`config.mk`:
```
export PLATFORM = sky130hd
export DESIGN_NAME = keypad_digit_display
export DESIGN_NICKNAME = d
export VERILOG_FILES = /design/src/rtl/display_pkg.sv /design/src/rtl/scan_timer.sv /design/src/rtl/seg_decoder.sv /design/src/rtl/keypad_digit_display.sv
export SDC_FILE = /design/constraint.sdc
export NUM_CORES = 1
export LEC_CHECK = 0
export BUFFER_PORTS_ARGS = -buffer_cell sky130_fd_sc_hd__clkbuf_2
export CORE_MARGIN = 2
export CORE_UTILIZATION = 50
export CTS_CLUSTER_DIAMETER = 30
export DETAILED_ROUTE_END_ITERATION = 16
export GPL_TIMING_DRIVEN = 0
export MAX_ROUTING_LAYER = met4
export PLACE_DENSITY = 0.74
export SETUP_SLACK_MARGIN = 0.1
export SLEW_MARGIN = 5
export SYNTH_ARGS = -nofsm -noshare
export SYNTH_HDL_FRONTEND = slang
export SYNTH_SLANG_ARGS = --single-unit
```
`constraint.sdc`:
```
create_clock -name clk -period 3 [get_ports clk]
set_clock_uncertainty 0.15 [all_clocks]
set_input_delay 0.6 -clock clk [delete_from_list [all_inputs] [get_ports clk]]
set_output_delay 0.6 -clock clk [all_outputs]
set_load 0.02 [all_outputs]
```
`src/rtl/display_pkg.sv`:
```
// Shared definitions for the keypad digit display.
// SEG_BLANK: active-low pattern with every segment off.
// hex_t: one decoded keypad value.
// hex_to_seg: 16-entry active-low table, bit order {g,f,e,d,c,b,a}.
package display_pkg;

  localparam logic [6:0] SEG_BLANK = 7'h7F;

  typedef logic [3:0] hex_t;

  function automatic logic [6:0] hex_to_seg(input hex_t h);
    logic [6:0] s;
    case (h)
      4'h0:    s = 7'h40;
      4'h1:    s = 7'h79;
      4'h2:    s = 7'h24;
      4'h3:    s = 7'h30;
      4'h4:    s = 7'h19;
      4'h5:    s = 7'h12;
      4'h6:    s = 7'h02;
      4'h7:    s = 7'h78;
      4'h8:    s = 7'h00;
      4'h9:    s = 7'h10;
      4'hA:    s = 7'h08;
      4'hB:    s = 7'h03;
      4'hC:    s = 7'h46;
      4'hD:    s = 7'h21;
      4'hE:    s = 7'h06;
      4'hF:    s = 7'h0E;
      default: s = SEG_BLANK;
    endcase
    return s;
  endfunction

endpackage

```
`src/rtl/scan_timer.sv`:
```
// Free-running digit scan timer.
// clk/reset: design clock, async active-high reset.
// index_o: position currently being scanned.
// dead_o:  high on the first cycle of each dwell, which is the dead-time cycle.
module scan_timer #(
  parameter int NUM_DIGITS   = 4,
  parameter int DWELL_CYCLES = 50
) (
  input  logic                          clk,
  input  logic                          reset,
  output logic [$clog2(NUM_DIGITS)-1:0] index_o,
  output logic                          dead_o
);

  localparam int IW = $clog2(NUM_DIGITS);
  localparam int CW = $clog2(DWELL_CYCLES);

  logic [CW-1:0] cnt_q, cnt_d;
  logic [IW-1:0] idx_q, idx_d;

  // Next dwell count and scan index; the index moves only on a dwell wrap.
  always_comb begin
    cnt_d = cnt_q;
    idx_d = idx_q;
    if (cnt_q == CW'(DWELL_CYCLES - 1)) begin
      cnt_d = '0;
      if (idx_q == IW'(NUM_DIGITS - 1)) begin
        idx_d = '0;
      end else begin
        idx_d = idx_q + IW'(1);
      end
    end else begin
      cnt_d = cnt_q + CW'(1);
    end
  end

  // Timer state registers.
  always_ff @(posedge clk or posedge reset) begin
    if (reset) begin
      cnt_q <= '0;
      idx_q <= '0;
    end else begin
      cnt_q <= cnt_d;
      idx_q <= idx_d;
    end
  end

  assign index_o = idx_q;
  assign dead_o  = (cnt_q == '0);

endmodule

```
`src/rtl/seg_decoder.sv`:
```
// Combinational hex-to-seven-segment decoder (active-low).
// hex_i: value to show; seg_o: {g,f,e,d,c,b,a}, 0 = segment lit.
module seg_decoder
  import display_pkg::*;
(
  input  hex_t       hex_i,
  output logic [6:0] seg_o
);

  // Table lookup.
  always_comb begin
    seg_o = hex_to_seg(hex_i);
  end

endmodule

```
`src/rtl/keypad_digit_display.sv`:
```
// N-digit keypad entry buffer with time-multiplexed seven-segment output.
// clk/reset: design clock, async active-high reset.
// num_valid/num: new key strobe and value; backspace/clear: edit strobes.
// segs: active-low {g..a}, registered; disp: one-hot position enable, registered,
// bit 0 = newest digit; digit_count/full: registered buffer occupancy.
module keypad_digit_display
  import display_pkg::*;
#(
  parameter int NUM_DIGITS   = 4,
  parameter int DWELL_CYCLES = 50,
  parameter int BLANK_UNUSED = 1
) (
  input  logic                            clk,
  input  logic                            reset,
  input  logic                            num_valid,
  input  logic [3:0]                      num,
  input  logic                            backspace,
  input  logic                            clear,
  output logic [6:0]                      segs,
  output logic [NUM_DIGITS-1:0]           disp,
  output logic [$clog2(NUM_DIGITS+1)-1:0] digit_count,
  output logic                            full
);

  localparam int IW = $clog2(NUM_DIGITS);
  localparam int KW = $clog2(NUM_DIGITS + 1);

  hex_t [NUM_DIGITS-1:0] dig_q, dig_d;
  logic [KW-1:0]         count_q, count_d;
  logic                  full_q;
  logic [IW-1:0]         idx_s;
  logic                  dead_s;
  logic [6:0]            seg_s;
  logic                  blank_s;
  logic [6:0]            segs_q;
  logic [NUM_DIGITS-1:0] disp_q;

  scan_timer #(
    .NUM_DIGITS  (NUM_DIGITS),
    .DWELL_CYCLES(DWELL_CYCLES)
  ) u_scan (
    .clk    (clk),
    .reset  (reset),
    .index_o(idx_s),
    .dead_o (dead_s)
  );

  seg_decoder u_dec (
    .hex_i(dig_q[idx_s]),
    .seg_o(seg_s)
  );

  // Buffer edit: clear wins, then replace-in-place, then push, then backspace.
  always_comb begin
    dig_d   = dig_q;
    count_d = count_q;
    if (clear) begin
      dig_d   = '0;
      count_d = '0;
    end else if (num_valid && backspace) begin
      dig_d[0] = num;
      if (count_q == '0) begin
        count_d = KW'(1);
      end else begin
        count_d = count_q;
      end
    end else if (num_valid) begin
      dig_d = {dig_q[NUM_DIGITS-2:0], num};
      if (count_q != KW'(NUM_DIGITS)) begin
        count_d = count_q + KW'(1);
      end else begin
        count_d = count_q;
      end
    end else if (backspace) begin
      if (count_q != '0) begin
        dig_d   = {4'h0, dig_q[NUM_DIGITS-1:1]};
        count_d = count_q - KW'(1);
      end else begin
        dig_d   = dig_q;
        count_d = count_q;
      end
    end else begin
      dig_d   = dig_q;
      count_d = count_q;
    end
  end

  // Positions at or beyond the entered count are shown dark when blanking is on.
  always_comb begin
    if (BLANK_UNUSED != 0) begin
      blank_s = (32'(idx_s) >= 32'(count_q));
    end else begin
      blank_s = 1'b0;
    end
  end

  // Buffer, occupancy and display output registers.
  always_ff @(posedge clk or posedge reset) begin
    if (reset) begin
      dig_q   <= '0;
      count_q <= '0;
      full_q  <= 1'b0;
      segs_q  <= SEG_BLANK;
      disp_q  <= '0;
    end else begin
      dig_q   <= dig_d;
      count_q <= count_d;
      full_q  <= (count_d == KW'(NUM_DIGITS));
      if (dead_s) begin
        segs_q <= SEG_BLANK;
        disp_q <= '0;
      end else begin
        segs_q <= blank_s ? SEG_BLANK : seg_s;
        disp_q <= {{(NUM_DIGITS-1){1'b0}}, 1'b1} << idx_s;
      end
    end
  end

  assign segs        = segs_q;
  assign disp        = disp_q;
  assign digit_count = count_q;
  assign full        = full_q;

endmodule

```
==> impl_metrics.ini <==
[global_routing]
grt_use_met1_pct = 24.9
grt_max_degree = 40
track_usage_pct = 19.6
use_met3_pct = 3.75
gr-total-overflow = 0
top_usage_layer = met2
grt_util_met2_pct = 31.5
antenna_found_initial = 0
grt_pass1_wl_microns = 7750
grt_pass1_vias = 1685

[logic_synthesis]
ys_warn_count = 0
synth_top_cells_by_area = dfrtp_1, ha_1, dfstp_2
synthCells = 220
ys_seq_area_share_pct = 42.2
synthesis.nets = 248
synth_seq_cells = 39
synth_top_area_cell = dfrtp_1
avgSynthCellArea_sq_um = 10.6
syn-cell-area_sq_mm = 0.00233
synth_edf_count = 0
synth_flop_cell = dfrtp_1
async_flop_share_pct = 100
netlist.area_leader.share_pct = 34.3
ys_types = 51

[timing]
grt_setup_unrepaired = no
setup_viol_count_final = 0
tns_ns = 0
slew_headroom_pct = 47.8
slew_viol_final = 0
post-route-period-util_pct = 82.4
finalHoldViolCount = 0
postLayoutSetupSlackWorst_ns = 0.528
min_period_ns = 2.47
timing_worst_slew_pin_value_ns = 0.782
max_clock_freq_mhz = 405

[critical_path]
worst-r2r-cell-count = 7
slowest_delay_ns = 0.45
cp.depth = 7
required_ns = 3.03
crit_path_end = dig_q[8]
crit_arrival_ns = 2.50
r2r-start = digit_count[0]
cpLargestDelayFamily = flip-flops
setup.worst_path.start_class = flop
end_kind = flop
r2r-end = dig_q[8]
crit_path_frequent_cell = inv_1
path_class = reg -> reg
rrSetupSlack_ns = 0.53
cp_slowest_cell = dfrtp_1
crit_fanout = 8
startpoint = digit_count[0]
crit_chain = inv_1 > ha_1 > nor2b_2 > inv_1 > nand2_1 > o21ai_2 > mux2_2
path_buf_inv = 2

[clocking]
cts_setup_buffers = 0
htree_levels = 2
clock_path_buffers = 2
hold_buffers = 0
cts.repair.resized = 0
clkTransAtPathRegs_ns = 0.07
cts-buffers-inserted = 5
insertion_delay_ns = 0.29
cts_tree = yes
cts.sinks = 39
cts.root.buffer_cell = clkbuf_8

[routing]
route.detailed.drc = 0
dr_total_vias = 1682
drt-total-wl_microns = 4400
via_per_inst = 5.61
ant_nets = 0
firstDrtPassIters = 4
wl_per_cell_microns = 14.7
initialDrtViolationCount = 109

[layout]
drive_gt1_share_pct = 24.2
final_cell_area_sq_mm = 0.00258
final_nets = 275
diodes = 0
stdcell_count = 300
syn_to_final_growth_pct = 10.7
nFillCells = 390
fin_util_pct = 58.5

[die]
coreArea_sq_mm = 0.00441
die_h_microns = 72.3
die_width_microns = 72.3
floorplan.io_pins = 24
start_util_pct = 52.8
die-area_sq_mm = 0.00523
std_cell_rows = 24

[pwr]
p_per_area_mw_per_mm2 = 566
power.leakage_uw = 0.00124
ir_drop_mv = 0.283

[placed_design]
hpwl_microns = 3250
place_congestion = 0.863
numPortBuffers = 20
dp_cells = 292
pre_cts_slack_ns = 0.496
place_area_sq_mm = 0.00250

[run_status]
outcome = complete, no violations

[worst_hold_path]
hold_path.class = in -> async

[run]
cap_viol_max_count = 0
how the worst min path moves through the flow:
stage                     slack, ns  depth (start not counted)         endpoint      start
after global placement         0.33                          1        dig_q[14]  dig_q[14]
final                          0.28                          2          disp[0]      reset
after floorplan                0.31                          1        dig_q[13]  dig_q[13]
after CTS                      0.31                          2  u_scan.cnt_q[2]      reset
after global routing           0.37                          2          disp[0]      reset
after detailed placement       0.34                          1        dig_q[14]  dig_q[14]
layout make-up:
cell class	count	area [sq um]	share of cell area, %
plain buffers	9	56.3	2.18
inverters	17	63.8	2.47
repair buffers	20	100	3.88
multi-input cells	155	1230	47.6
clock inverters	3	15.0	0.582
clock buffers	5	68.8	2.67
flip-flops and latches	39	985	38.1
well taps	52	65.1	2.52
metrics by stage:
stage	hold slack, ns	power [uW]
3_3_place_gp	0.329	1120
4_1_cts	0.312	1470
2_1_floorplan	0.313	1000
5_1_grt	0.375	1550
6_report	0.281	1460
3_5_place_dp	0.344	1130
sequential cells by signal (all words and copies together) (netlist names):
signal / cells
u_scan.index_o: 2
u_scan.cnt_q: 6
segs: 7
full: 1
dig_q: 16
disp: 4
digit_count: 3
cells in the final DEF (no fill, tap or decap), drive strengths merged, types with 2 or more instances in the layout:
master	netlist	routed
dfrtp	32	32
clkbuf	3	28
nor2	22	22
ha	19	19
inv	16	16
nand2	11	11
mux2i	10	10
mux2	9	9
nor2b	9	9
o21ai	9	9
dfstp	7	7
a21oi	6	6
nand3	6	6
buf	6	6
and4	5	5
a311oi	5	5
a21o	4	4
o221ai	4	4
mux4	4	4
clkinv	1	4
nand2b	3	3
xnor2	3	3
a211oi	3	3
and2	2	2
and2b	2	2
where the power goes:
| group | switching [uW] | leakage [uW] | internal [uW] |
|---|---|---|---|
| clock | 183 | 0.0000477 | 159 |
| sequential | 38.4 | 0.000494 | 618 |
| combinational | 288 | 0.000702 | 175 |
layer usage:
layer  routed length (microns)  vias up
met5                         0        -
met4                        67        0
met3                       130        9
met2                      2190       32
met1                      2020      810
li1                          -      831
cell usage after synthesis (2+ instances only):
| library cell | n |
|---|---|
| a211oi_1 | 3 |
| a21o_1 | 4 |
| a21oi_1 | 6 |
| a311oi_1 | 5 |
| and2_1 | 2 |
| and4_1 | 5 |
| buf_2 | 3 |
| buf_6 | 2 |
| clkbuf_1 | 3 |
| dfrtp_1 | 32 |
| dfstp_2 | 7 |
| ha_1 | 19 |
| inv_1 | 16 |
| mux2_2 | 9 |
| mux2i_1 | 10 |
| mux4_2 | 3 |
| nand2_1 | 11 |
| nand2b_1 | 3 |
| nand3_1 | 6 |
| nor2_1 | 22 |
| nor2b_1 | 8 |
| o21ai_0 | 7 |
| o221ai_1 | 4 |
| xnor2_1 | 3 |
worst reg2reg max path, cell delays in order (launching register included):
cell and delay [ns]:
dfrtp_1 0.45, inv_1 0.12, ha_1 0.25, nor2b_2 0.18, inv_1 0.19, nand2_1 0.20, o21ai_2 0.44, mux2_2 0.39
cell families (layout without fill, tap and decap cells):
| group | count (synthesis) | in the layout | synth area share, % |
|---|---|---|---|
| adder cells (fa/ha/maj) | 19 | 19 | 10.2 |
| multiplexers | 23 | 23 | 12.7 |
| flip-flops | 39 | 39 | 42.2 |
| AND/OR/NAND/NOR | 67 | 67 | 15.3 |
| XOR/XNOR | 4 | 4 | 1.50 |
| buffers and inverters | 26 | 54 | 5.15 |
| AO/OA/AOI/OAI | 42 | 42 | 12.9 |
No activity file was read; power rests on OpenSTA's default activity.
